## config.mk

```make
export PLATFORM = sky130hd
export DESIGN_NAME = weight_load_scheduler
export DESIGN_NICKNAME = d
export VERILOG_FILES = /design/src/rtl/mlp_pkg.sv /design/src/rtl/wls_addr_gen.sv /design/src/rtl/weight_load_scheduler.sv
export SDC_FILE = /design/constraint.sdc
export NUM_CORES = 1
export LEC_CHECK = 0
export ABC_AREA = 0
export CAP_MARGIN = 0
export CORE_MARGIN = 2
export CORE_UTILIZATION = 35
export CTS_BUF_LIST = sky130_fd_sc_hd__clkbuf_8
export DETAILED_ROUTE_END_ITERATION = 12
export PLACE_DENSITY = 0.61
export SLEW_MARGIN = 20
export SYNTH_ARGS = -nofsm -noshare
export SYNTH_HDL_FRONTEND = slang
export SYNTH_HIERARCHICAL = 1
export SYNTH_SLANG_ARGS = --single-unit
```

## constraint.sdc

```tcl
create_clock -name clk -period 4.5 [get_ports clk]
set_clock_uncertainty 0.2 [all_clocks]
set_input_delay 0.9 -clock clk [delete_from_list [all_inputs] [get_ports clk]]
set_output_delay 0.9 -clock clk [all_outputs]
set_load 0.03 [all_outputs]
```

## src/rtl/mlp_pkg.sv

```systemverilog
// Shared types and constants for the 3x3 MLP weight path.
package mlp_pkg;

  localparam int unsigned ARRAY_DIM         = 3;
  localparam int unsigned WEIGHTS_PER_LAYER = ARRAY_DIM * ARRAY_DIM;

  typedef logic signed [7:0] weight_t;

  typedef enum logic [2:0] {
    S_IDLE,
    S_CLEAR,
    S_FETCH,
    S_FLUSH,
    S_KICK,
    S_READY
  } wls_state_t;

endpackage

```

## src/rtl/wls_addr_gen.sv

```systemverilog
// Weight index counter, per-layer SRAM address adder and push column decode.
module wls_addr_gen
  import mlp_pkg::*;
#(
  parameter int unsigned ADDR_W = 8,
  parameter int unsigned DIM    = 3,
  parameter int unsigned IDX_W  = 4
) (
  input  logic              clk,
  input  logic              rst,
  input  logic              clr,
  input  logic              adv,
  input  logic [ADDR_W-1:0] base_addr,
  input  logic [2:0]        layer_idx,
  output logic [IDX_W-1:0]  idx,
  output logic [ADDR_W-1:0] rd_addr_next,
  output logic [DIM-1:0]    col_sel
);

  localparam int unsigned LAYER_WORDS = DIM * DIM;

  logic [IDX_W-1:0]  idx_q, idx_d;
  logic [IDX_W-1:0]  idx_dly_q;
  logic [ADDR_W-1:0] layer_off;

  always_comb begin
    idx_d = idx_q;
    if (clr) begin
      idx_d = '0;
    end else if (adv) begin
      idx_d = idx_q + IDX_W'(1);
    end
  end

  // Address is formed from the next index so the registered read address
  // lines up with the cycle in which idx_q holds that index.
  always_comb begin
    layer_off    = ADDR_W'(layer_idx) * ADDR_W'(LAYER_WORDS);
    rd_addr_next = base_addr + layer_off + ADDR_W'(idx_d);
  end

  // idx_dly_q tracks the index whose read data is arriving this cycle.
  always_comb begin
    col_sel = '0;
    for (int unsigned c = 0; c < DIM; c++) begin
      col_sel[c] = ((32'(idx_dly_q) / DIM) == c);
    end
  end

  always_ff @(posedge clk) begin
    if (rst) begin
      idx_q     <= '0;
      idx_dly_q <= '0;
    end else begin
      idx_q     <= idx_d;
      idx_dly_q <= idx_q;
    end
  end

  assign idx = idx_q;

endmodule

```

## src/rtl/weight_load_scheduler.sv

```systemverilog
// Per-layer weight loader: SRAM -> dual weight FIFO, with MLP handshakes.
// Optional running XOR of pushed bytes under WEIGHT_SCHED_CHECKSUM_EN.
module weight_load_scheduler
  import mlp_pkg::*;
#(
  parameter int unsigned NUM_LAYERS = 2,
  parameter int unsigned ADDR_W     = 8,
  parameter int unsigned ARRAY_DIM  = 3
) (
  input  logic              clk,
  input  logic              rst,
  input  logic              run,
  input  logic [ADDR_W-1:0] base_addr,
  input  logic              layer_req,
  input  logic              layer_ack,
  output logic              mem_rd_en,
  output logic [ADDR_W-1:0] mem_rd_addr,
  input  logic [7:0]        mem_rd_data,
  output logic              wf_reset,
  output logic              wf_push_col0,
  output logic              wf_push_col1,
  output logic              wf_push_col2,
  output logic [7:0]        wf_data_in,
  output logic              start_mlp,
  output logic              weights_ready,
  output logic              busy,
  output logic [2:0]        layer_idx,
  output logic              done,
  output logic              err,
  output logic [7:0]        checksum
);

  localparam int unsigned LAYER_WORDS = ARRAY_DIM * ARRAY_DIM;
  localparam int unsigned IDX_W       = $clog2(LAYER_WORDS);
  localparam logic [2:0]  LAST_LAYER  = 3'(NUM_LAYERS - 1);

  wls_state_t        state_q, state_d;
  logic [ADDR_W-1:0] base_q, base_d;
  logic [2:0]        layer_q, layer_d;
  logic              wf_reset_q, wf_reset_d;
  logic              rd_en_q, rd_en_d;
  logic [ADDR_W-1:0] rd_addr_q, rd_addr_d;
  logic              push_q, push_d;
  logic              start_q, start_d;
  logic              wr_q, wr_d;
  logic              busy_q, busy_d;
  logic              done_q, done_d;
  logic              err_q, err_d;

  logic              clr, adv;
  logic [IDX_W-1:0]  idx;
  logic [ADDR_W-1:0] rd_addr_next;
  logic [ARRAY_DIM-1:0] col_sel;
  weight_t           push_byte;

  wls_addr_gen #(
    .ADDR_W (ADDR_W),
    .DIM    (ARRAY_DIM),
    .IDX_W  (IDX_W)
  ) u_addr_gen (
    .clk          (clk),
    .rst          (rst),
    .clr          (clr),
    .adv          (adv),
    .base_addr    (base_q),
    .layer_idx    (layer_q),
    .idx          (idx),
    .rd_addr_next (rd_addr_next),
    .col_sel      (col_sel)
  );

  always_comb begin
    state_d    = state_q;
    base_d     = base_q;
    layer_d    = layer_q;
    wf_reset_d = 1'b0;
    rd_en_d    = 1'b0;
    rd_addr_d  = '0;
    push_d     = rd_en_q;
    start_d    = 1'b0;
    wr_d       = wr_q;
    done_d     = 1'b0;
    err_d      = 1'b0;
    clr        = 1'b0;
    adv        = 1'b0;

    unique case (state_q)
      S_IDLE: begin
        if (run) begin
          base_d     = base_addr;
          layer_d    = '0;
          wf_reset_d = 1'b1;
          state_d    = S_CLEAR;
        end
        err_d = layer_req;
      end
      S_CLEAR: begin
        clr       = 1'b1;
        rd_en_d   = 1'b1;
        rd_addr_d = rd_addr_next;
        state_d   = S_FETCH;
      end
      S_FETCH: begin
        if (idx == IDX_W'(LAYER_WORDS - 1)) begin
          state_d = S_FLUSH;
        end else begin
          adv       = 1'b1;
          rd_en_d   = 1'b1;
          rd_addr_d = rd_addr_next;
        end
      end
      S_FLUSH: begin
        if (layer_q == '0) begin
          start_d = 1'b1;
          state_d = S_KICK;
        end else begin
          wr_d    = 1'b1;
          state_d = S_READY;
        end
      end
      S_KICK: begin
        if (NUM_LAYERS == 1) begin
          done_d  = 1'b1;
          state_d = S_IDLE;
        end else begin
          state_d = S_READY;
        end
      end
      S_READY: begin
        // Ack is resolved before a same-cycle request.
        if (layer_ack && wr_q) begin
          wr_d = 1'b0;
          if (layer_q == LAST_LAYER) begin
            done_d  = 1'b1;
            state_d = S_IDLE;
          end
        end
        if (layer_req) begin
          if (layer_q == LAST_LAYER) begin
            err_d = 1'b1;
          end else begin
            layer_d    = layer_q + 3'd1;
            wr_d       = 1'b0;
            wf_reset_d = 1'b1;
            state_d    = S_CLEAR;
          end
        end
      end
      default: state_d = S_IDLE;
    endcase

    if (state_q != S_IDLE && run) begin
      err_d = 1'b1;
    end
    if (state_q != S_IDLE && state_q != S_READY && layer_req) begin
      err_d = 1'b1;
    end

    busy_d = (state_d != S_IDLE);
  end

  always_ff @(posedge clk) begin
    if (rst) begin
      state_q    <= S_IDLE;
      base_q     <= '0;
      layer_q    <= '0;
      wf_reset_q <= 1'b0;
      rd_en_q    <= 1'b0;
      rd_addr_q  <= '0;
      push_q     <= 1'b0;
      start_q    <= 1'b0;
      wr_q       <= 1'b0;
      busy_q     <= 1'b0;
      done_q     <= 1'b0;
      err_q      <= 1'b0;
    end else begin
      state_q    <= state_d;
      base_q     <= base_d;
      layer_q    <= layer_d;
      wf_reset_q <= wf_reset_d;
      rd_en_q    <= rd_en_d;
      rd_addr_q  <= rd_addr_d;
      push_q     <= push_d;
      start_q    <= start_d;
      wr_q       <= wr_d;
      busy_q     <= busy_d;
      done_q     <= done_d;
      err_q      <= err_d;
    end
  end

  assign push_byte     = push_q ? weight_t'(mem_rd_data) : '0;
  assign wf_data_in    = push_byte;
  assign wf_push_col0  = push_q & col_sel[0];
  assign wf_push_col1  = push_q & col_sel[1];
  assign wf_push_col2  = push_q & col_sel[2];
  assign mem_rd_en     = rd_en_q;
  assign mem_rd_addr   = rd_addr_q;
  assign wf_reset      = wf_reset_q;
  assign start_mlp     = start_q;
  assign weights_ready = wr_q;
  assign busy          = busy_q;
  assign layer_idx     = layer_q;
  assign done          = done_q;
  assign err           = err_q;

`ifdef WEIGHT_SCHED_CHECKSUM_EN
  logic [7:0] checksum_q, checksum_d;

  always_comb begin
    checksum_d = checksum_q;
    if (state_q == S_CLEAR && layer_q == '0) begin
      checksum_d = '0;
    end else if (push_q) begin
      checksum_d = checksum_q ^ wf_data_in;
    end
  end

  always_ff @(posedge clk) begin
    if (rst) begin
      checksum_q <= '0;
    end else begin
      checksum_q <= checksum_d;
    end
  end

  assign checksum = checksum_q;
`else
  assign checksum = '0;
`endif

endmodule
```

==> flow_summary.ini, run 1 <==
[hold_path]
holdPathStages = 1
hold_start = mem_rd_en$_SDFF_PP0_
hold_path.class = reg2reg

[yosys]
ys_types = 50
synthArstFlopShare_pct = 0
ys_seq_elements = 38
synth-xor-area-share_pct = 3.859
synth_edf_count = 0
synth_area_leaders = dfxtp_1 (34%), ha_1 (13%), and2_1 (5.3%), nand2_1 (5.0%), a21oi_1 (4.0%)
synth_area_per_cell_um2 = 8.773
syn_area_um2 = 2237
synthAdderAreaFrac_pct = 16.44
ys_warn_count = 6
yosysTopAreaCellShare_pct = 34.00
yosys_most_used_dff = dfxtp_1
synth_commonest_cells = dfxtp_1 (38), nand2_1 (30), ha_1 (23), and2_1 (19), inv_1 (19)
synth_compound_area_share_pct = 12.02
yosysTopAreaCell = dfxtp_1
netlist_instances = 255
yosysMostFrequentCell = dfxtp_1
yosys.area_share.simple_pct = 24.78
yosysSeqAreaShare_pct = 34.00
synth_top_family_by_area = simple AND/OR/NAND/NOR gates
synth_mux_area_share_pct = 0.4474

[floorplan]
die_h_um = 83.95
start_util_pct = 35.64
die_x_um = 83.95
ios = 58
die_area_um2 = 7048
core_um2 = 6277
rows = 29

[global_route]
antenna_found_initial = 0
grtUsageTotal_pct = 12.69
overflow = 0
grt_first_pass_wirelength_mm = 7.341
first_global_vias = 1705
grt_max_degree = 30

[clocking]
clk_pin_slew_ps = 70
cts_buffers = 5
cts-hold-fix-buffers = 0
clk_latency_ps = 290
cts_buffer_depth = 2
cts_sinks = 38
cts_resized = 0
cts_tree = built
cts_setup_buffers = 0
h-tree-depth = 2
ctsRootBufferMaster = clkbuf_8

[setup_path]
cp_top_family = buffers and inverters
crit_type = reg2out
end_kind = output pin
path_depth = 10
path_cells = inv_1 > nor2_1 > ha_1 > inv_1 > ha_1 > nor3_1 > a32o_2 > and3_1 > and2_1 > clkdlybuf4s50_1
slowest_delay_ps = 660
worstRegToRegCells = 14
cp-endpoint = wf_push_col2
worstPathArrival_ps = 2710
rr_startpoint = u_addr_gen/idx[1]$_SDFF_PP0_
cp-start-kind = flip-flop
rrSetupSlack_ps = 710
slowest_stage = clkdlybuf4s50_1
crit_path_start = u_addr_gen/idx_dly_q[2]$_SDFF_PP0_
r2r-end = mem_rd_addr[7]$_SDFF_PP0_
crit_buf_inv = 3
cp.required_ps = 3400
worstPathMaxFanout = 7

[outcome]
status = complete, no violations

[placed_design]
hpwl_mm = 3.334
portBuffers = 49
place.gp.congestion = 0.7488
pre_cts_slack_ps = 740.1

[flow_run]
cap_violations = 0

[routing]
routed_via_density = 4.706
route.detailed.drc = 0
wl_mm = 4.270
num_vias = 1793
drt-initial-drc-count = 63
firstDrtPassIters = 4
post_drt_wl_per_cell_um = 11.21
ant_nets = 0

[sta]
layout_setup_ws_ps = 687.4
min_period_ps = 3813
setup_viol = 0
timing.final.crit_share_pct = 84.73
rsz0062_at_grt = no
hold_viol = 0
clock.fmax_mhz = 262.3
tns_ps = 0
drv_slew = 0

[power_and_ir_drop]
swShare_pct = 27.91
p_seq_share_pct = 49.2
clkPwrFrac_pct = 32.2
power-per-cell-area_nw_per_um2 = 261.1
leakagePower_uw = 0.001223
ir_worst_vdd_uv = 186.9
comb_power_share_pct = 18.6
power_uw = 742.2
internal-power_uw = 535.1
p_sw_uw = 207.1

[layout]
diodes = 0
nets = 351
area.growth.synth_to_final_pct = 27.07
drive_gt1_share_pct = 6.250
stage by stage:
step                      utilization, %  instance area, µm²  instances  hold slack (ps)
after global routing               45.29                2843        381            279.5
final                              45.29                2843        381            262.1
after CTS                          45.29                2843        381            265.3
after global placement             43.83                2751        373            247.4
after floorplan                        -                2263        262            240.6
after detailed placement           43.83                2751        373            253.1
logic make-up after synthesis:
kind of cell,count (synthesis)
simple gates,102
compound gates,41
flops,38
buf+inv,36
fa+ha+maj,27
xor+xnor,9
other cells,1
mux,1
power by group through the flow:
stage / Clock, µW / Sequential [µW] / Combinational [µW]
floorplan: 0 / 378 / 88.3
global placement: 0 / 373 / 139
detailed placement: 0 / 373 / 139
CTS: 252 / 365 / 140
global route: 262 / 368 / 153
finish: 239 / 365 / 138
area by class of cell:
class                           count  area (µm²)
Multi-Input combinational cell    188        1318
Tap cell                           77       96.34
Clock inverter                      2       8.758
Timing Repair Buffer               51       505.5
Clock buffer                        6       82.58
Fill cell                         623        3435
Inverter                           19       71.32
Sequential cell                    38       760.7
layer usage:
metal,up-vias,GRT usage [%],part of all wire (%),wire length [µm]
met2,52,22.40,48,2059
met3,6,3.165,5.8,246
met5,-,0,0,0
met4,0,4.839,1.3,57
li1,930,-,-,-
met1,805,14.71,45,1906
flip-flops by register name, summed over array words and instances (netlist names), 3 cells and up:
name                  flops
base_q                    8
state_q                   3
mem_rd_addr               8
u_addr_gen/idx            4
layer_idx                 3
u_addr_gen/idx_dly_q      4
layout by cell type, fill, tap and decap left out, drive strengths merged, types with 2 or more instances in the layout:
cell type | Yosys | final
nor2b | 10 | 10
a211oi | 3 | 3
clkdlybuf4s50 | 0 | 49
xnor2 | 7 | 7
nand3 | 3 | 3
or2 | 3 | 3
nor2 | 10 | 10
nand2b | 7 | 7
xor2 | 2 | 2
conb | 1 | 8
and3 | 2 | 2
a21oi | 19 | 19
dfxtp | 38 | 38
nand3b | 2 | 2
nor3 | 7 | 7
inv | 19 | 20
nand4 | 2 | 2
a21o | 2 | 2
nand2 | 30 | 30
buf | 12 | 2
and2 | 19 | 19
o21ai | 6 | 6
fa | 4 | 4
a31oi | 2 | 2
ha | 23 | 23
clkbuf | 4 | 6
worst min path at each step:
stage | slack, ps | end
after CTS | 270 | base_q[5]$_SDFFE_PP0P_
after floorplan | 240 | base_q[0]$_SDFFE_PP0P_
after global placement | 250 | push_q$_SDFF_PP0_
final | 260 | push_q$_SDFF_PP0_
after detailed placement | 250 | push_q$_SDFF_PP0_
after global routing | 280 | push_q$_SDFF_PP0_
No activity file was read; power rests on OpenSTA's default activity.
==> inputs of run 2 (changes only) <==
- PLACE_DENSITY: 0.61 -> 0.63
- clock period: 4.5 -> 3.5 ns (I/O delays scaled with it)
==> run 2 against run 1 <==
  * The run now ends with negative setup slack left
  * Die area did not move
  * Combinational power rose by 42%
  * Power rose by 31%
  * Largest cell class unchanged
  * Core utilization rose by 2.2 points
  * Largest power group unchanged
  * Cell count rose by 3.4%
  * Design area rose by 4.8%
  * Sequential share of layout area fell by 1.1 points
  * Via count rose by 2.6%
==> flow_summary.ini, run 2 (synthesis results as in run 1) <==
[placed_design]
place.gp.congestion = 0.7966
pre_cts_slack_ps = -97.57
portBuffers = 49
hpwl_mm = 3.286
place_area_um2 = 2841

[layout]
multi_input_area_um2 = 1360
layout_commonest_cell = clkdlybuf4s50_1
diodes = 0
final_util_pct = 47.44
area.growth.synth_to_final_pct = 33.11
final_cell_mix = clkdlybuf4s50_1 (46), dfxtp_1 (36), nand2_1 (30), ha_1 (21), and2_1 (19)
nets = 364
drive_gt1_share_pct = 14.51
seqCellArea_um2 = 763.2
n_fill_cell = 596
design_area_um2 = 2978

[routing]
post_drt_wl_per_cell_um = 10.90
routed_via_density = 4.668
ant_nets = 0
drt-initial-drc-count = 45
firstDrtPassIters = 4
wl_mm = 4.293
route.detailed.drc = 0
num_vias = 1839

[setup_path]
slowest_stage = or4b_4
path_depth = 14
crit_path_start = u_addr_gen/idx[0]$_SDFF_PP0_
cp-endpoint = mem_rd_addr[7]$_SDFF_PP0_
rrSetupSlack_ps = -60
rr_startpoint = u_addr_gen/idx[0]$_SDFF_PP0_
worstPathArrival_ps = 3590
path_cells = or4b_4 > and3_4 > mux2i_1 > or2_4 > fa_1 > inv_1 > ha_2 > inv_2 > fa_2 > nor2b_2 > o31a_1 > o32ai_2 > a311oi_1 > and2_1
r2r-end = mem_rd_addr[7]$_SDFF_PP0_
crit_buf_inv = 2
crit_type = reg2reg
cp_top_family = simple AND/OR/NAND/NOR gates
slowest_delay_ps = 530
worstRegToRegCells = 14
end_kind = flip-flop
cp-start-kind = flip-flop
cp.required_ps = 3530
worstPathMaxFanout = 4

[global_route]
first_global_vias = 1675
antenna_found_initial = 0
grtUsageTotal_pct = 12.18
grt_max_degree = 29
overflow = 0
grt_first_pass_wirelength_mm = 7.113

[clocking]
cts_sinks = 38
cts_buffer_depth = 2
ctsRootBufferMaster = clkbuf_8
cts_buffers = 5
cts_tree = built
clk_pin_slew_ps = 80
cts-hold-fix-buffers = 0
h-tree-depth = 2
clk_latency_ps = 290

[floorplan]
ios = 58
die_x_um = 83.95
die_area_um2 = 7048
core_um2 = 6277
rows = 29
start_util_pct = 35.64
die_h_um = 83.95

[power_and_ir_drop]
ir_worst_vdd_uv = 220.8
leakagePower_uw = 0.001287
power-per-cell-area_nw_per_um2 = 326.4

[sta]
tns_ps = -62.73
clock.fmax_mhz = 280.7
hold_viol = 0
timing.final.crit_share_pct = 101.8
drv_slew = 0
rsz0062_at_grt = yes
min_period_ps = 3563
setup_viol = 1
hold_slack_ps = 261.7
layout_setup_ws_ps = -62.73

[hold_path]
hold_path.class = reg2reg

[outcome]
violations = negative setup slack
status = complete, but fails checks

[flow_run]
cap_violations = 0
## run 2: worst min-delay path by stage
| stage | startpoint | to | slack [ps] | cells past startpoint |
|---|---|---|---|---|
| 3_5_place_dp | base_q[1]$_SDFFE_PP0P_ | base_q[1]$_SDFFE_PP0P_ | 250 | 2 |
| 3_3_place_gp | mem_rd_en$_SDFF_PP0_ | push_q$_SDFF_PP0_ | 250 | 1 |
| 5_1_grt | mem_rd_en$_SDFF_PP0_ | push_q$_SDFF_PP0_ | 270 | 1 |
| 2_1_floorplan | base_q[0]$_SDFFE_PP0P_ | base_q[0]$_SDFFE_PP0P_ | 240 | 2 |
| 6_report | base_q[1]$_SDFFE_PP0P_ | base_q[1]$_SDFFE_PP0P_ | 260 | 2 |
| 4_1_cts | base_q[1]$_SDFFE_PP0P_ | base_q[1]$_SDFFE_PP0P_ | 260 | 2 |
## run 2: metrics by stage
stage,power (µW),cells
global placement,666.1,384
detailed placement,665.5,384
global route,1025,394
finish,972.1,394
CTS,984.3,392
floorplan,600.3,262
## run 2: area by class of cell
type	instances	share of cell area [%]
Sequential cell	38	25.63
Inverter	19	2.395
Timing Repair Buffer	64	19.87
Tap cell	77	3.235
Clock inverter	2	0.4202
Clock buffer	6	2.773
Multi-Input combinational cell	188	45.67
## run 2: power breakdown
part	internal (µW)	switching, µW	leakage (µW)
clock	158	155	0.0000472
sequential	453	9.95	0.000310
combinational	87.8	108	0.000930
## run 2: what timing repair did
| item | in CTS | in global routing |
|---|---|---|
| setup endpoints to repair | 4 | 5 |
| pin swaps | 1 | 9 |
| resized for setup | 4 | 13 |
| setup buffers | 0 | 2 |
| hold endpoints to repair | 0 | 0 |
## run 2: routing by layer
metal,GRT usage (%),vias up,part of all wire [%]
met4,4.839,0,1.1
met1,14.54,823,47
met3,3.462,5,5.5
li1,-,953,-
met5,0,-,0
met2,20.58,58,47
## run 2: tightest hold or removal path, cell delays in order, from the launching register on
cell     delay, ps
dfxtp_1        310
nand2_1         50
a21oi_1         50
